## config.mk

```make
export PLATFORM = sky130hd
export DESIGN_NAME = serial_subtractor_flat
export DESIGN_NICKNAME = d
export VERILOG_FILES = /design/src/rtl/serial_subtractor_if.sv /design/src/rtl/serial_subtractor.sv /design/src/flat_wrapper.sv
export SDC_FILE = /design/constraint.sdc
export NUM_CORES = 1
export LEC_CHECK = 0
export CORE_MARGIN = 4
export CORE_UTILIZATION = 30
export DETAILED_ROUTE_END_ITERATION = 6
export GPL_TIMING_DRIVEN = 0
export HOLD_SLACK_MARGIN = 0.02
export PLACE_DENSITY_LB_ADDON = 0.12
export SYNTH_ARGS = -nofsm -noshare
export SYNTH_HDL_FRONTEND = slang
export SYNTH_SLANG_ARGS = --single-unit
```

## constraint.sdc

```tcl
create_clock -name clk -period 4.3 [get_ports clk]
set_input_delay 0.86 -clock clk [delete_from_list [all_inputs] [get_ports clk]]
set_output_delay 0.86 -clock clk [all_outputs]
set_load 0.02 [all_outputs]
```

## src/rtl/serial_subtractor_if.sv

```systemverilog
// serial_subtractor_if
// Bundles the operand/result handshake of the bit-serial subtractor.
//   start  : request, honoured only while ready=1
//   A, B   : minuend / subtrahend, sampled on the accepted start cycle
//   ready  : block can accept start (IDLE or DONE)
//   busy   : serial subtraction in progress
//   done   : one-cycle result-valid pulse
//   D, Bo  : registered difference and final borrow, held until next completion
//   ovf    : signed overflow, present only when SERIAL_SUBTRACTOR_OVF_EN is defined
// Modports: master (requester side), slave (the subtractor).
interface serial_subtractor_if #(
  parameter int WIDTH = 8
);
  logic             start;
  logic [WIDTH-1:0] A;
  logic [WIDTH-1:0] B;
  logic             ready;
  logic             busy;
  logic             done;
  logic [WIDTH-1:0] D;
  logic             Bo;
`ifdef SERIAL_SUBTRACTOR_OVF_EN
  logic             ovf;

  modport master (output start, A, B,
                  input  ready, busy, done, D, Bo, ovf);
  modport slave  (input  start, A, B,
                  output ready, busy, done, D, Bo, ovf);
`else
  modport master (output start, A, B,
                  input  ready, busy, done, D, Bo);
  modport slave  (input  start, A, B,
                  output ready, busy, done, D, Bo);
`endif
endinterface

```

## src/rtl/serial_subtractor.sv

```systemverilog
// serial_subtractor
// Bit-serial two's-complement subtractor, D = A - B (mod 2^WIDTH), LSB first,
// one bit per clock through a single full-subtractor cell and a borrow flop.
// Ports:
//   clk   : system clock, rising edge
//   rst_n : asynchronous active-low reset
//   bus   : serial_subtractor_if.slave (start/A/B in; ready/busy/done/D/Bo out)
// Parameter WIDTH : operand/result width, 2..32.
// Optional macro SERIAL_SUBTRACTOR_OVF_EN adds the registered signed-overflow
// output bus.ovf, updated together with D.
//
// state | meaning
// IDLE  | waiting for start; ready=1
// SHIFT | one result bit per cycle; busy=1, start ignored
// DONE  | done=1 for this cycle; start here restarts immediately
module serial_subtractor #(
  parameter int WIDTH = 8
) (
  input  logic               clk,
  input  logic               rst_n,
  serial_subtractor_if.slave bus
);
  localparam int CW = $clog2(WIDTH);

  typedef enum logic [1:0] {
    S_IDLE  = 2'd0,
    S_SHIFT = 2'd1,
    S_DONE  = 2'd2
  } state_t;

  state_t           state;
  logic [WIDTH-1:0] op_a;
  logic [WIDTH-1:0] op_b;
  logic [WIDTH-1:0] res;
  logic [WIDTH-1:0] d_q;
  logic             bo_q;
  logic             borrow;
  logic [CW-1:0]    cnt;

  logic             bit_a;
  logic             bit_b;
  logic             d_bit;
  logic             bout;
  logic [WIDTH-1:0] res_next;
  logic             last_bit;

  // Full-subtractor cell on the current LSBs.
  assign bit_a    = op_a[0];
  assign bit_b    = op_b[0];
  assign d_bit    = bit_a ^ bit_b ^ borrow;
  assign bout     = (~bit_a & bit_b) | (~bit_a & borrow) | (bit_b & borrow);
  // New bit enters at the MSB so the LSB-first stream ends up in place.
  assign res_next = (res >> 1) | {d_bit, {(WIDTH-1){1'b0}}};
  assign last_bit = (cnt == CW'(WIDTH - 1));

`ifdef SERIAL_SUBTRACTOR_OVF_EN
  logic ovf_q;
`endif

  always_ff @(posedge clk or negedge rst_n) begin
    if (!rst_n) begin
      state  <= S_IDLE;
      op_a   <= '0;
      op_b   <= '0;
      res    <= '0;
      d_q    <= '0;
      bo_q   <= 1'b0;
      borrow <= 1'b0;
      cnt    <= '0;
`ifdef SERIAL_SUBTRACTOR_OVF_EN
      ovf_q  <= 1'b0;
`endif
    end else begin
      case (state)
        S_IDLE, S_DONE: begin
          if (bus.start) begin
            op_a   <= bus.A;
            op_b   <= bus.B;
            borrow <= 1'b0;
            cnt    <= '0;
            state  <= S_SHIFT;
          end else begin
            state  <= S_IDLE;
          end
        end
        S_SHIFT: begin
          op_a   <= op_a >> 1;
          op_b   <= op_b >> 1;
          res    <= res_next;
          borrow <= bout;
          cnt    <= cnt + 1'b1;
          if (last_bit) begin
            d_q   <= res_next;
            bo_q  <= bout;
`ifdef SERIAL_SUBTRACTOR_OVF_EN
            // Borrow into the sign stage differs from borrow out of it.
            ovf_q <= borrow ^ bout;
`endif
            state <= S_DONE;
          end
        end
        default: state <= S_IDLE;
      endcase
    end
  end

  assign bus.ready = (state != S_SHIFT);
  assign bus.busy  = (state == S_SHIFT);
  assign bus.done  = (state == S_DONE);
  assign bus.D     = d_q;
  assign bus.Bo    = bo_q;
`ifdef SERIAL_SUBTRACTOR_OVF_EN
  assign bus.ovf   = ovf_q;
`endif

endmodule

```

## src/flat_wrapper.sv

```systemverilog
// flat-port wrapper written by rule: the top's interface ports become plain ports
module serial_subtractor_flat 
#(
  parameter int WIDTH = 8
)
  (clk, rst_n, bus_start, bus_A, bus_B, bus_ready, bus_busy, bus_done, bus_D, bus_Bo);
  serial_subtractor_if #(.WIDTH(WIDTH)) bus_i ();
  input  logic clk;
  input  logic rst_n;
  input wire logic [$bits(bus_i.start)-1:0] bus_start;
  input wire logic [$bits(bus_i.A)-1:0] bus_A;
  input wire logic [$bits(bus_i.B)-1:0] bus_B;
  output wire logic [$bits(bus_i.ready)-1:0] bus_ready;
  output wire logic [$bits(bus_i.busy)-1:0] bus_busy;
  output wire logic [$bits(bus_i.done)-1:0] bus_done;
  output wire logic [$bits(bus_i.D)-1:0] bus_D;
  output wire logic [$bits(bus_i.Bo)-1:0] bus_Bo;
  assign bus_i.start = bus_start;
  assign bus_i.A = bus_A;
  assign bus_i.B = bus_B;
  assign bus_ready = bus_i.ready;
  assign bus_busy = bus_i.busy;
  assign bus_done = bus_i.done;
  assign bus_D = bus_i.D;
  assign bus_Bo = bus_i.Bo;
  serial_subtractor #(.WIDTH(WIDTH)) u_core (.clk(clk), .rst_n(rst_n), .bus(bus_i));
endmodule
```

==> impl_metrics.json <==
{
  "grt_overflow_total": 0,
  "nFillCells": 576,
  "setup_viol": 0,
  "drc": 0,
  "powerDensity_nw_per_um2": 708.6,
  "p_seq_share_pct": 41.5,
  "endpoint_kind": "primary output",
  "synth_cells": 153,
  "clock-root-buffer": "clkbuf_8",
  "fin_util_pct": 39.26,
  "dieArea_sq_um": 6927,
  "synth_seq_cells": 38,
  "reg2reg_from": "u_core.cnt[0]",
  "grt_pass1_vias": 1344,
  "num_rows": 27,
  "startpoint": "u_core.state[1]",
  "first_pass_iters": 4,
  "postSynthAreaPerCell_sq_um": 11.10,
  "cts_tree": "built",
  "start_kind": "flop",
  "power_w": 0.001532,
  "max_cap_violations": 0,
  "yosysWarnings": 0,
  "post_cts_buffers": 0,
  "cts_buffers": 5,
  "synth_edf_count": 0,
  "internal_power_w": 0.0009722,
  "holdWs_ns": 0.4814,
  "syn_area_sq_um": 1698,
  "switching_share_pct": 36.54,
  "rsz0062_at_grt": "false",
  "dieWidth_um": 83.23,
  "die_h_um": 83.23,
  "syn2layout_area_growth_pct": 27.34,
  "dpl.hpwl_mm": 2.542,
  "grt_usage_pct": 11.34,
  "timing.rr.end": "u_core.bus.D[5]",
  "cts.sinks": 38,
  "worstRegToRegCells": 5,
  "ir_drop_mv": 0.1886,
  "critPathMaxStageDelay_ns": 0.63,
  "syn_nets": 175,
  "clk_latency_ns": 0.28,
  "synth_ff_type": "dfrtp_1",
  "worstPathCellList": "nand2b_1, inv_2, buf_2, clkdlybuf4s50_1",
  "crit_buf_inv": 3,
  "via_count": 1233,
  "cp_max_fo": 10,
  "drv_slew": 0,
  "clock_path_buffers": 2,
  "cp-endpoint": "bus_busy",
  "postRouteAntennaNets": 0,
  "fin_skew_ns": 0.006541,
  "vias_per_cell": 4.706,
  "nNetsFinal": 212,
  "io_buffers": 30,
  "clockPowerShare_pct": 14.7,
  "cp.depth": 4,
  "path_class": "reg2out",
  "fmax_mhz": 360.7,
  "start_util_pct": 30.83,
  "finalWirelength_mm": 3.549,
  "clkTransAtPathRegs_ns": 0.07,
  "period_share_pct": 64.47,
  "worst_path_max_delay_cell": "clkdlybuf4s50_1",
  "num_antenna_cells": 0,
  "grt_pass1_wl_mm": 6.423,
  "cts_resized": 0,
  "r2r_slack_ns": 2.67,
  "setup_tns_ns": 0,
  "status": "finished clean",
  "worstPathArrival_ns": 1.91,
  "htree_levels": 2,
  "seq_area_frac_synth_pct": 56.01,
  "hold_viol": 0,
  "hold_buffers": 0,
  "hp-class": "reg2reg",
  "min_period_ns": 2.772,
  "crit_family": "buffers and inverters",
  "antenna_found_initial": 0,
  "p_comb_share_pct": 43.8,
  "wl_per_cell_um": 13.55,
  "p_sw_w": 0.0005599,
  "async_flop_share_pct": 100.0,
  "power_leakage_nw": 0.9672,
  "worst_pin_slew_ns": 0.8462,
  "drive_gt1_share_pct": 14.74,
  "core-area_sq_um": 5507,
  "crit_required_ns": 3.44,
  "grt_max_degree": 39,
  "slew_headroom_pct": 43.59,
  "drtIter0Drc": 39,
  "num_io_pins": 31,
  "place.gp.congestion": 0.7016,
  "yosysUniqueCellTypes": 23
}
-- power by group through the flow --
stage                     Sequential, W  Combinational (W)  Clock (W)
after floorplan                0.000661           0.000425          0
after global placement         0.000637           0.000670          0
after detailed placement       0.000646           0.000685          0
after CTS                      0.000640           0.000688   0.000241
after global routing           0.000660           0.000758   0.000253
final                          0.000635           0.000671   0.000225
-- routing by layer --
layer,global-route usage (%),vias to the layer above,routed length [um]
met5,0,-,0
met4,3.566,0,51
met3,4.067,5,156
met2,19.17,22,1756
met1,13.38,607,1584
li1,-,599,-
-- kinds of logic (layout without fill, tap and decap cells) --
kind of cell    after synthesis  in the layout  share of synthesized area (%)
compound gates               28             28                          10.39
fa+ha+maj                     3              3                          2.653
buf+inv                      13             50                          3.758
flops                        38             38                          56.01
mux                          18             18                          12.97
simple gates                 53             53                          14.22
-- final cells by class --
cell class                 instances  area (sq um)  share of cell area, %
clock inverter                     2         10.01                 0.4630
multi-input combinational        102         683.2                  31.60
inverter                           3         11.26                 0.5208
clock buffer                       5         68.82                  3.183
buffer                            10         52.55                  2.431
timing repair buffer              30         295.3                  13.66
tap                               72         90.09                  4.167
sequential                        38         950.9                  43.98
-- state kept, by name (all words and copies together), names as in the netlist --
name / count
u_core.op_b: 8
u_core.bus.D: 8
u_core.borrow: 1
u_core.state: 2
u_core.op_a: 8
u_core.res: 7
u_core.cnt: 3
u_core.bus.Bo: 1
-- cell usage after synthesis (2+ instances only) --
cell type | count | area, sq um
nor2_1 | 9 | 33.78
ha_1 | 2 | 25.02
nor2b_1 | 8 | 50.05
buf_2 | 9 | 45.04
a211oi_1 | 6 | 45.04
a22o_1 | 3 | 26.28
nand3_1 | 3 | 15.01
nand2b_1 | 2 | 12.51
a21oi_1 | 6 | 30.03
mux2_4 | 7 | 105.1
o21ai_1 | 5 | 25.02
mux2i_1 | 7 | 70.07
o22ai_1 | 8 | 50.05
nor3_1 | 8 | 40.04
dfrtp_1 | 38 | 950.9
nand2_1 | 22 | 82.58
mux2_1 | 3 | 33.78
inv_2 | 2 | 7.510
-- cells in the final DEF, fill, tap and decap left out --
cell type / Yosys / layout
a211oi_1: 6 / 6
a21oi_1: 6 / 6
a22o_1: 3 / 3
buf_2: 9 / 10
buf_4: 1 / 1
clkbuf_8: 0 / 5
clkdlybuf4s50_1: 0 / 29
clkinv_2: 0 / 2
dfrtp_1: 38 / 38
fa_1: 1 / 1
ha_1: 2 / 2
inv_1: 1 / 1
inv_2: 2 / 2
mux2_1: 3 / 3
mux2_2: 1 / 1
mux2_4: 7 / 7
mux2i_1: 7 / 7
nand2_1: 22 / 22
nand2b_1: 2 / 2
nand3_1: 3 / 3
nand3b_1: 1 / 1
nor2_1: 9 / 9
nor2b_1: 8 / 8
nor3_1: 8 / 8
o21ai_1: 5 / 5
o22ai_1: 8 / 8
-- worst register-to-register path: cells and delay by family, from the launching register on --
kind,cells,cell delay [ns]
buffers and inverters,1,0.24
DFF,1,0.41
and+or+nand+nor,1,0.13
adders and majority gates,2,0.41
muxes,1,0.32
-- worst min path at each step --
stage                            to  depth (start not counted)             from  slack, ns
global placement      u_core.res[1]                          2    u_core.res[1]       0.46
global route        u_core.bus.D[5]                          1  u_core.bus.D[5]       0.52
floorplan             u_core.res[1]                          2    u_core.res[1]       0.45
finish                u_core.res[1]                          2    u_core.res[1]       0.48
detailed placement    u_core.res[1]                          2    u_core.res[1]       0.47
CTS                   u_core.res[1]                          2    u_core.res[1]       0.49
-- metrics by stage --
stage                     std cells  area, sq um  setup WS [ns]
after detailed placement        255         2083          1.819
after global placement          255         2088          1.425
after CTS                       262         2162          1.487
after floorplan                 153         1698          2.493
final                           262         2162          1.528
after global routing            262         2162          1.386
(Power assumes the default switching activity.)
